==> src/rtl/mul_8bit_arbiter.sv <==
// Round-robin arbiter/sequencer sharing one combinational 8x8 multiplier between two requesters.
// Define MUL_OVF_EN to add the rsp_ovf flag (product does not fit in 8 bits).
module mul_8bit_arbiter #(
    parameter int SETTLE_CYCLES = 2
) (
    input  logic        clk,
    input  logic        rst_n,
    input  logic        req0_valid,
    output logic        req0_ready,
    input  logic [7:0]  req0_a,
    input  logic [7:0]  req0_b,
    input  logic        req1_valid,
    output logic        req1_ready,
    input  logic [7:0]  req1_a,
    input  logic [7:0]  req1_b,
    output logic        rsp0_valid,
    output logic        rsp1_valid,
    output logic [15:0] rsp_product,
    output logic [7:0]  mul_a,
    output logic [7:0]  mul_b,
    input  logic [15:0] mul_product,
    output logic        busy,
    output logic [1:0]  dbg_state
`ifdef MUL_OVF_EN
    ,
    output logic        rsp_ovf
`endif
);

    typedef enum logic [1:0] {
        ST_IDLE   = 2'd0,
        ST_SETTLE = 2'd1,
        ST_RESP   = 2'd2
    } state_t;

    localparam logic [3:0] CNT_INIT = 4'(SETTLE_CYCLES - 1);

    state_t      r_state;
    state_t      w_next_state;
    logic [3:0]  r_cnt;
    logic        r_owner;
    logic        r_last_gnt;
    logic [7:0]  r_mul_a;
    logic [7:0]  r_mul_b;
    logic [15:0] r_rsp_product;
    logic        w_gnt0;
    logic        w_gnt1;

    // Handshake: a request transfers in the cycle where valid and ready are both high.
    // Ready is only offered in IDLE, to one requester, and depends combinationally on valid;
    // a requester that drops valid before seeing ready leaves no trace.
    always_comb begin
        w_next_state = r_state;
        w_gnt0       = 1'b0;
        w_gnt1       = 1'b0;
        case (r_state)
            ST_IDLE: begin
                w_gnt0 = req0_valid && (!req1_valid || r_last_gnt);
                w_gnt1 = req1_valid && (!req0_valid || !r_last_gnt);
                if (w_gnt0 || w_gnt1) begin
                    w_next_state = ST_SETTLE;
                end
            end
            ST_SETTLE: begin
                if (r_cnt == 4'd0) begin
                    w_next_state = ST_RESP;
                end
            end
            ST_RESP: begin
                w_next_state = ST_IDLE;
            end
            default: begin
                w_next_state = ST_IDLE;
            end
        endcase
    end

    always_ff @(posedge clk) begin
        if (!rst_n) begin
            r_state <= ST_IDLE;
        end else begin
            r_state <= w_next_state;
        end
    end

    // last_gnt resets to requester 1 so requester 0 wins the first tie.
    always_ff @(posedge clk) begin
        if (!rst_n) begin
            r_cnt         <= 4'd0;
            r_owner       <= 1'b0;
            r_last_gnt    <= 1'b1;
            r_mul_a       <= 8'd0;
            r_mul_b       <= 8'd0;
            r_rsp_product <= 16'd0;
        end else begin
            case (r_state)
                ST_IDLE: begin
                    if (w_gnt0 || w_gnt1) begin
                        r_mul_a    <= w_gnt1 ? req1_a : req0_a;
                        r_mul_b    <= w_gnt1 ? req1_b : req0_b;
                        r_owner    <= w_gnt1;
                        r_last_gnt <= w_gnt1;
                        r_cnt      <= CNT_INIT;
                    end
                end
                ST_SETTLE: begin
                    if (r_cnt != 4'd0) begin
                        r_cnt <= r_cnt - 4'd1;
                    end else begin
                        r_rsp_product <= mul_product;
                    end
                end
                default: begin
                end
            endcase
        end
    end

`ifdef MUL_OVF_EN
    logic r_rsp_ovf;

    always_ff @(posedge clk) begin
        if (!rst_n) begin
            r_rsp_ovf <= 1'b0;
        end else if (r_state == ST_SETTLE && r_cnt == 4'd0) begin
            r_rsp_ovf <= |mul_product[15:8];
        end
    end

    assign rsp_ovf = r_rsp_ovf;
`endif

    assign req0_ready  = w_gnt0;
    assign req1_ready  = w_gnt1;
    assign rsp0_valid  = (r_state == ST_RESP) && !r_owner;
    assign rsp1_valid  = (r_state == ST_RESP) && r_owner;
    assign rsp_product = r_rsp_product;
    assign mul_a       = r_mul_a;
    assign mul_b       = r_mul_b;
    assign busy        = (r_state != ST_IDLE);
    assign dbg_state   = r_state;

endmodule

==> config.mk <==
export PLATFORM = sky130hd
export DESIGN_NAME = mul_8bit_arbiter
export DESIGN_NICKNAME = d
export VERILOG_FILES = /design/src/rtl/mul_8bit_arbiter.sv
export SDC_FILE = /design/constraint.sdc
export NUM_CORES = 1
export LEC_CHECK = 0
export CAP_MARGIN = 10
export CORE_MARGIN = 5
export CORE_UTILIZATION = 37
export CTS_BUF_LIST = sky130_fd_sc_hd__clkbuf_4
export CTS_CLUSTER_DIAMETER = 100
export DETAILED_ROUTE_END_ITERATION = 10
export PLACE_DENSITY = 0.78
export SLEW_MARGIN = 30
export SYNTH_ARGS = -nofsm -noshare
export SYNTH_HDL_FRONTEND = slang
export SYNTH_SLANG_ARGS = --single-unit
==> constraint.sdc <==
create_clock -name clk -period 1.7 [get_ports clk]
set_clock_uncertainty 0.1 [all_clocks]
set_input_delay 0.255 -clock clk [delete_from_list [all_inputs] [get_ports clk]]
set_output_delay 0.255 -clock clk [all_outputs]
set_load 0.005 [all_outputs]
Word level (Yosys, flattened, before mapping)
Cells that the tools add are included.
- input bits: 52
- memory bits (writable): 0
- memory bits (read-only): 0
- output and inout port bits: 39
- memories: 0
- flip-flop bits (word level): 40
- word-level logic and storage cells: 46
- latch bits: 0
- div/mod/pow operators: 0
- reductions and logical operators: 21
- $mul: 0
- add/sub/neg operators: 1
- shift operators: 0
- multiplexer cells: 10
- $lt $le $gt $ge: 0
- bitwise operators: 1
- eq/ne operators: 6
- operator list (kind ; number):
    $mux W8 ; 2
    $mux W4 ; 2
    $ne A2 B2 Y1 const B ; 4
    $pmux W4 S2 ; 1
    $reduce_and A2 Y1 ; 3
    $logic_and A1 B1 Y1 ; 4
    $logic_not A1 Y1 ; 4
    $logic_not A4 Y1 ; 1
    $logic_or A1 B1 Y1 ; 4
    $mux W2 ; 2
    $pmux W2 S2 ; 1
    $reduce_bool A2 Y1 ; 2
    $reduce_bool A4 Y1 ; 1
    $sub A4 B1 Y4 const B ; 1
    $reduce_and A3 Y1 ; 1
    $eq A2 B1 Y1 const B ; 1
    $eq A2 B2 Y1 const B ; 1
    $logic_not A2 Y1 ; 1
    $mux W1 ; 2
    $not A1 Y1 ; 1

Logic depth before layout (Yosys ltp)
Gate-level depths: netlist of the first run.
- word-level depth: 7
- mapped depth: 6
- depth with buffers taken out: 5

Worst setup path after synthesis of the first run
OpenSTA, ideal clock, no wires.
- kind: flip-flop to flip-flop
- from: register r_state[0], in the netlist dbg_state[0]
- to: register r_mul_b[2], in the netlist mul_b[2]
- arrival: 1625 ps
- period minus slack after synthesis: 1829 ps
- setup time: 103 ps
- required time: 1497 ps
- buffers on the path: 3
- stages on the path, launching flop included: 7
- path slack: -129 ps
- path through: dfxtp_1 -> or3b_1 -> buf_2 -> or2_1 -> buf_6 -> buf_6 -> a2111oi_2
- word-level cells in the longest chain between the ends: 4
- elaborated cells on any way between the ends: 6
- those cells by class: mux: 3; reduce/logical: 3
- RTL lines (item ; line ; RTL):
    start, declared ; 38 ; state_t r_state;
    start signal, assigned ; 82 ; r_state <= w_next_state;
    $logic_not A2 Y1 (*) ; 56, 96 ;
    $mux W1 ; 56 ; case (r_state)
    $logic_or A1 B1 Y1 ; 98 ; if (w_gnt0 || w_gnt1) begin
    $reduce_and A2 Y1 (no source line) ; -- ;
    end signal, assigned ; 100 ; r_mul_b <= w_gnt1 ? req1_b : req0_b;
    end, declared ; 44 ; logic [7:0] r_mul_b;
Every way passes the cells marked *; elsewhere a longest branch is shown, timed or not.
A chain may end at the register's enable or synchronous reset.

Worst setup path after layout of the first run
- from: register r_state[0], in the netlist dbg_state[0]
- to: output port req1_ready
- word-level cells in the longest chain between the ends: 2
- RTL lines (item ; line ; RTL):
    $logic_not A2 Y1 ; 56 ;
    $mux W1 ; 56 ;
    end, declared ; 13 ; output logic req1_ready,
Every way passes these cells.

==> results of run 1 <==
cells in the final DEF (no fill, tap or decap), types with 2 or more instances in the layout:
master           count
clkbuf_2             4
a2111oi_2           11
buf_12               2
or3b_4               3
dfxtp_1             38
a2111oi_4            4
nand2_1              2
a31oi_1              2
o211ai_1             2
and2_1               2
o21ai_0             18
clkinv_1             2
nor3_1              33
a21oi_1             35
buf_4               24
inv_1                4
clkbuf_4             5
dlygate4sd2_1        3
clkdlybuf4s50_1     82
dfxtp_2              2
or4_1                2
nand3_1             17
registers in the layout (all words and copies together), names as in the netlist:
| name | count |
|---|---|
| mul_a | 8 |
| r_owner | 1 |
| dbg_state | 2 |
| mul_b | 8 |
| r_last_gnt | 1 |
| rsp_product | 16 |
| r_cnt | 4 |
repair_timing:
item	CTS	global route
buffers inserted	0	2
pin swaps	1	3
endpoints found under the setup margin	26	20
gates resized for setup	25	24
per-layer routing:
layer | wire (µm) | GRT usage, %
met1 | 2550 | 22.2
met2 | 3090 | 32.6
met3 | 311 | 4.60
met4 | 164 | 6.93
met5 | 0 | 0
cell families after synthesis:
group           after synthesis
flops                        40
simple gates                 69
fa+ha+maj                     1
buf+inv                      29
compound gates               77
power by group through the flow:
| stage | clock network [mW] | logic [mW] | registers, mW |
|---|---|---|---|
| finish | 0.633 | 1.07 | 1.11 |
| global route | 0.693 | 1.16 | 1.12 |
| CTS | 0.648 | 0.991 | 1.11 |
| detailed placement | 0 | 0.959 | 1.13 |
| global placement | 0 | 0.951 | 1.12 |
| floorplan | 0 | 0.438 | 1.13 |
worst max-delay path, cell delays in order, from the launching register on:
cell and delay, ps:
dfxtp_2 350, or3b_4 390, or2_4 270, inv_2 50, clkbuf_2 100
metrics by stage:
step | worst slack, ps | utilization, % | hold slack [ps] | setup TNS [ps]
finish | -155 | 65.6 | 348 | -1070
global route | -228 | 65.6 | 343 | -2260
CTS | -264 | 63.8 | 336 | -759
detailed placement | -631 | 61.4 | 363 | -8730
global placement | -569 | 61.4 | 360 | -7640
floorplan | -84.8 | - | 244 | -713
cell type report:
cell class	count	area (µm²)
well taps	67	83.8
inverters	7	28.8
clock inverters	3	42.5
multi-input cells	147	1020
fillers	423	1630
flip-flops and latches	40	803
clock buffers	5	37.5
repair buffers	117	1100
final timing paths:
path	cells after the start	slack [ps]	startpoint	to
min	3	350	mul_product[4]	rsp_product[4]
max	4	-150	dbg_state[0]	req1_ready
max reg2reg	4	-100	dbg_state[0]	mul_a[4]
min reg2reg	2	380	rsp_product[15]	rsp_product[15]
==> run_results.csv, run 1 <==
group,metric,value,unit
status,status,"finished with violations",
status,violations,"setup timing",
placed_design,placed_area,2920,µm²
grt,gr-total-overflow,0,
drt,via_per_inst,5.36,
timing,final_max_slew_viol_count,0,
clock_tree,clock-sinks,40,
synth,synth_common_cells,"40 x dfxtp_1, 36 x a21oi_1, 33 x nor3_1",
grt,track_usage,18.8,%
finish,finish.net_count,371,
synth,synth_nets,269,
clock_tree,cts_tree,"done",
pwr,switching_share,31.4,%
die,core,4750,µm²
finish,post-route-cell-area,3120,µm²
pwr,power_leakage,1.11,nW
synth,avgSynthCellArea,8.47,µm²
pwr,vdd_ir_drop_max,0.000497,V
drt,wl_per_cell,15.8,µm
drt,firstDrtPassIters,4,
clock_tree,clkTransAtPathRegs,130,ps
worst_setup_path,crit_path_end_kind,"primary output",
synth,synthMuxAreaShare,0,%
clock_tree,cts_buffer_depth,2,
synth,netlist-cell-type-count,33,
die,die_y,80.3,µm
grt,antenna_found_initial,0,
pwr,powerDensity,900,nW/µm²
drt,vias,2069,
finish,areaGrowthSynthToFinish,70.6,%
timing,rsz0062_at_grt,"yes",
timing,setup_ws,-155,ps
worst_setup_path,setup.worst_path.start_class,"flop",
worst_setup_path,cp.required,1340,ps
synth,synth-compound-area-share,28.0,%
die,dieArea,6450,µm²
drt,drc,0,
clock_tree,clock_latency,350,ps
die,die-width,80.3,µm
finish,drive_gt1_share,21.0,%
synth,yosysTopAreaCellShare,43.8,%
placed_design,gp_congestion,0.806,
clock_tree,clock-root-buffer,"clkbuf_4",
synth,synth_seq_cells,40,
worst_setup_path,path_max_fanout,3,
placed_design,dp_cells,376,
die,fp-row-count,25,
synth,synth_top_area_cell,"dfxtp_1",
synth,syn_area,1830,µm²
finish,antenna-diode-count,0,
placed_design,hpwl,4380,µm
timing,relSlewSlack,72.3,%
synth,synth_most_common_cell,"dfxtp_1",
clock_tree,postCtsHoldBufs,0,
pwr,power_report.internal_total,1.92,mW
synth,synth_area_leaders,"dfxtp_1 44%, a21oi_1 9.8%, nor3_1 9.0%",
timing,min_period,1850,ps
grt,grt_pass1_wl,9490,µm
synth,synth_xor_area_share,0,%
synth,synth_top_family_by_area,"compound AO/OA/AOI/OAI gates",
worst_hold_path,hp-class,"input pin to flop",
pwr,power_frac_seq,39.4,%
synth,synthArstFlopShare,0,%
timing,worst_slew_pin_slew,413,ps
synth,synthCells,216,
placed_design,port_buffers,90,
synth,synth_edf_count,0,
synth,synth_ff_type,"dfxtp_1",
synth,seq_area_frac_synth,43.8,%
die,initial_core_util,38.5,%
worst_setup_path,critPathKind,"flop to primary output",
pwr,comb_power_share,38.0,%
worst_setup_path,critPathArrivalTime,1500,ps
timing,finalCritPeriodShare,109,%
pwr,p_total,2.81,mW
synth,synth-simple-area-share,20.7,%
grt,grt_pass1_vias,2014,
clock_tree,cts_buffers,5,
timing,setup_viol,17,
finish,fin_cells,386,
drt,drtAntennaViolNets,0,
timing,hold_viol,0,
drt,drtIter0Drc,198,
drt,routed_wl,6120,µm
grt,grt_max_degree,21,
pwr,p_clk_share,22.6,%
clock_tree,cts_max_level,2,
flow_run,drv_cap,0,
synth,synth_fa_ha_area_share,0.684,%
die,io-pin-count,91,
synth,ys_warn_count,0,
pwr,p_switching,0.882,mW
timing,fmax,539,MHz
Note: power is estimated with default switching activity, not from simulation.
==> run 2: changes to the inputs <==
--- a/config.mk
+++ b/config.mk
@@ -10,6 +10,7 @@
 export CORE_UTILIZATION = 37
 export CTS_BUF_LIST = sky130_fd_sc_hd__clkbuf_4
 export CTS_CLUSTER_DIAMETER = 100
+export CTS_CLUSTER_SIZE = 30
 export DETAILED_ROUTE_END_ITERATION = 10
 export PLACE_DENSITY = 0.78
 export SLEW_MARGIN = 30
==> constraint.sdc (replaced) <==
create_clock -name clk -period 1.54 [get_ports clk]
set_clock_uncertainty 0.1 [all_clocks]
set_input_delay 0.231 -clock clk [delete_from_list [all_inputs] [get_ports clk]]
set_output_delay 0.231 -clock clk [all_outputs]
set_load 0.005 [all_outputs]
==> run 2 against run 1 <==
- the flow still finishes with violations (setup timing)
- design area grew 16%
- final cell count increased by 2.8%
- clock-buffer cell count up 1
- highest routed layer unchanged
==> run_results.csv, run 2 (synthesized netlist as in run 1, its figures left out) <==
group,metric,value,unit
status,status,"finished with violations",
status,violations,"setup timing",
die,fp-row-count,25,
clock_tree,cts_buffer_depth,2,
timing,fmax,542,MHz
timing,setup_viol,26,
drt,vias,2273,
finish,nFillCells,321,
grt,antenna_found_initial,0,
die,dieArea,6450,µm²
timing,rsz0062_at_grt,"yes",
finish,antenna-diode-count,0,
clock_tree,cts_buffers,5,
pwr,power_frac_seq,37.5,%
pwr,p_switching,1.20,mW
pwr,vdd_ir_drop_max,0.000405,V
worst_setup_path,path_max_fanout,2,
drt,via_per_inst,5.73,
pwr,power_report.internal_total,2.13,mW
worst_hold_path,hp-start,"mul_product[4]",
clock_tree,clkTransAtPathRegs,120,ps
drt,drtIter0Drc,128,
die,core,4750,µm²
drt,wl_per_cell,20.1,µm
die,initial_core_util,38.5,%
finish,drive_gt1_share,43.3,%
placed_design,dp_slack,-682,ps
worst_setup_path,critPathKind,"flop to primary output",
drt,routed_wl,7970,µm
grt,track_usage,21.2,%
finish,multi_input_area,1380,µm²
pwr,comb_power_share,46.2,%
die,io-pin-count,91,
worst_hold_path,holdPathEnd,"rsp_product[4]",
drt,firstDrtPassIters,4,
timing,min_period,1850,ps
timing,final_max_slew_viol_count,0,
finish,fin_cells,397,
clock_tree,cts_tree,"done",
worst_setup_path,setup.worst_path.start_class,"flop",
pwr,p_total,3.32,mW
worst_setup_path,r2r-end,"mul_a[5]",
timing,hold_viol,0,
worst_setup_path,rr_startpoint,"dbg_state[0]",
clock_tree,clock-sinks,40,
placed_design,dp_cells,376,
finish,layout_common_cells,"50 x clkdlybuf4s50_1, 32 x nor3_1, 28 x dfxtp_2, 24 x dlygate4sd2_1, 23 x buf_4",
clock_tree,clock-root-buffer,"clkbuf_4",
grt,gr-total-overflow,0,
clock_tree,cts_max_level,2,
pwr,powerDensity,916,nW/µm²
timing,setup_ws,-306,ps
pwr,switching_share,36.0,%
finish,finish.net_count,383,
timing,relSlewSlack,71.3,%
timing,worst_slew_pin_slew,427,ps
drt,drc,0,
finish,ff_latch_area,836,µm²
finish,areaGrowthSynthToFinish,98.2,%
worst_setup_path,r2r_slack,-260,ps
placed_design,hpwl,4240,µm
pwr,power_leakage,1.47,nW
drt,drtAntennaViolNets,0,
worst_setup_path,crit_path_end_kind,"primary output",
worst_hold_path,hp-class,"input pin to flop",
worst_setup_path,worst-r2r-cell-count,5,
grt,grt_pass1_wl,10700,µm
pwr,p_clk_share,16.3,%
placed_design,port_buffers,90,
worst_setup_path,cp.required,1210,ps
placed_design,gp_congestion,0.826,
grt,grt_pass1_vias,2173,
die,die_y,80.3,µm
grt,grt_max_degree,37,
flow_run,drv_cap,0,
finish,final_common_cell,"clkdlybuf4s50_1",
worst_hold_path,min_path_cells,3,
worst_setup_path,critPathArrivalTime,1510,ps
finish,largest_reg_flops,16,
die,die-width,80.3,µm
timing,finalCritPeriodShare,120,%
clock_tree,clock_latency,360,ps
run 2: cell count changes in the layout (fill, tap and decap cells not counted), moves of 12 or more:
cell	change
dfxtp_1	-26
a2111oi_4	+12
clkdlybuf4s50_1	-32
nand3_2	+15
a21oi_1	-14
a21oi_2	+14
nand3_1	-16
dlygate4sd2_1	+21
dfxtp_2	+26
run 2: repair_timing:
item / CTS / global route
resized for setup: 110 / 74
hold buffers: 0 / 0
endpoints found under the setup margin: 75 / 51
setup buffers: 4 / 5
pin swaps: 2 / 39
endpoints found under the hold margin: 0 / 0
cloned: 3 / 2
run 2: power groups by stage:
stage               Sequential, mW  Combinational [mW]  Clock, mW
floorplan                     1.25               0.506          0
global placement              1.24                1.06          0
detailed placement            1.25                1.07          0
CTS                           1.23                1.20      0.556
global route                  1.26                1.62      0.592
finish                        1.24                1.54      0.541
run 2: layer usage:
metal	vias up	routed length [µm]	GRT usage [%]	share of wire (%)
met5	-	0	0	0
met4	0	206	7.60	2.6
met2	104	4280	35.8	54
li1	1035	-	-	-
met1	1116	2990	26.6	38
met3	18	499	4.37	6.3
run 2: worst max-delay path by stage:
stage	from	endpoint	slack, ps	cells after the start
detailed placement	req1_valid	req1_ready	-680	5
floorplan	dbg_state[1]	mul_b[2]	-240	6
CTS	dbg_state[1]	req1_ready	-340	4
global placement	req1_valid	req1_ready	-670	5
finish	dbg_state[0]	req1_ready	-310	4
global route	dbg_state[0]	req1_ready	-350	4
run 2: metrics by stage:
step | area [µm²] | setup TNS, ps | utilization, % | hold slack [ps]
floorplan | 1860 | -3380 | - | 220
global placement | 2940 | -10130 | 61.8 | 359
detailed placement | 2940 | -11240 | 61.8 | 366
CTS | 3200 | -4480 | 67.3 | 297
global route | 3630 | -6800 | 76.3 | 332
finish | 3630 | -4580 | 76.3 | 341
run 2: critical path: stages (launching register included):
cell and delay (ps):
dfxtp_2 350, or3b_4 390, or2_4 250, inv_2 70, buf_6 90
run 2: cell type report:
class                   instances  share of cell area, %
inverters                       7                  0.725
well taps                      67                   2.31
multi-input cells             149                   38.1
repair buffers                127                   34.4
clock inverters                 1                  0.138
clock buffers                   6                   1.24
flip-flops and latches         40                   23.1
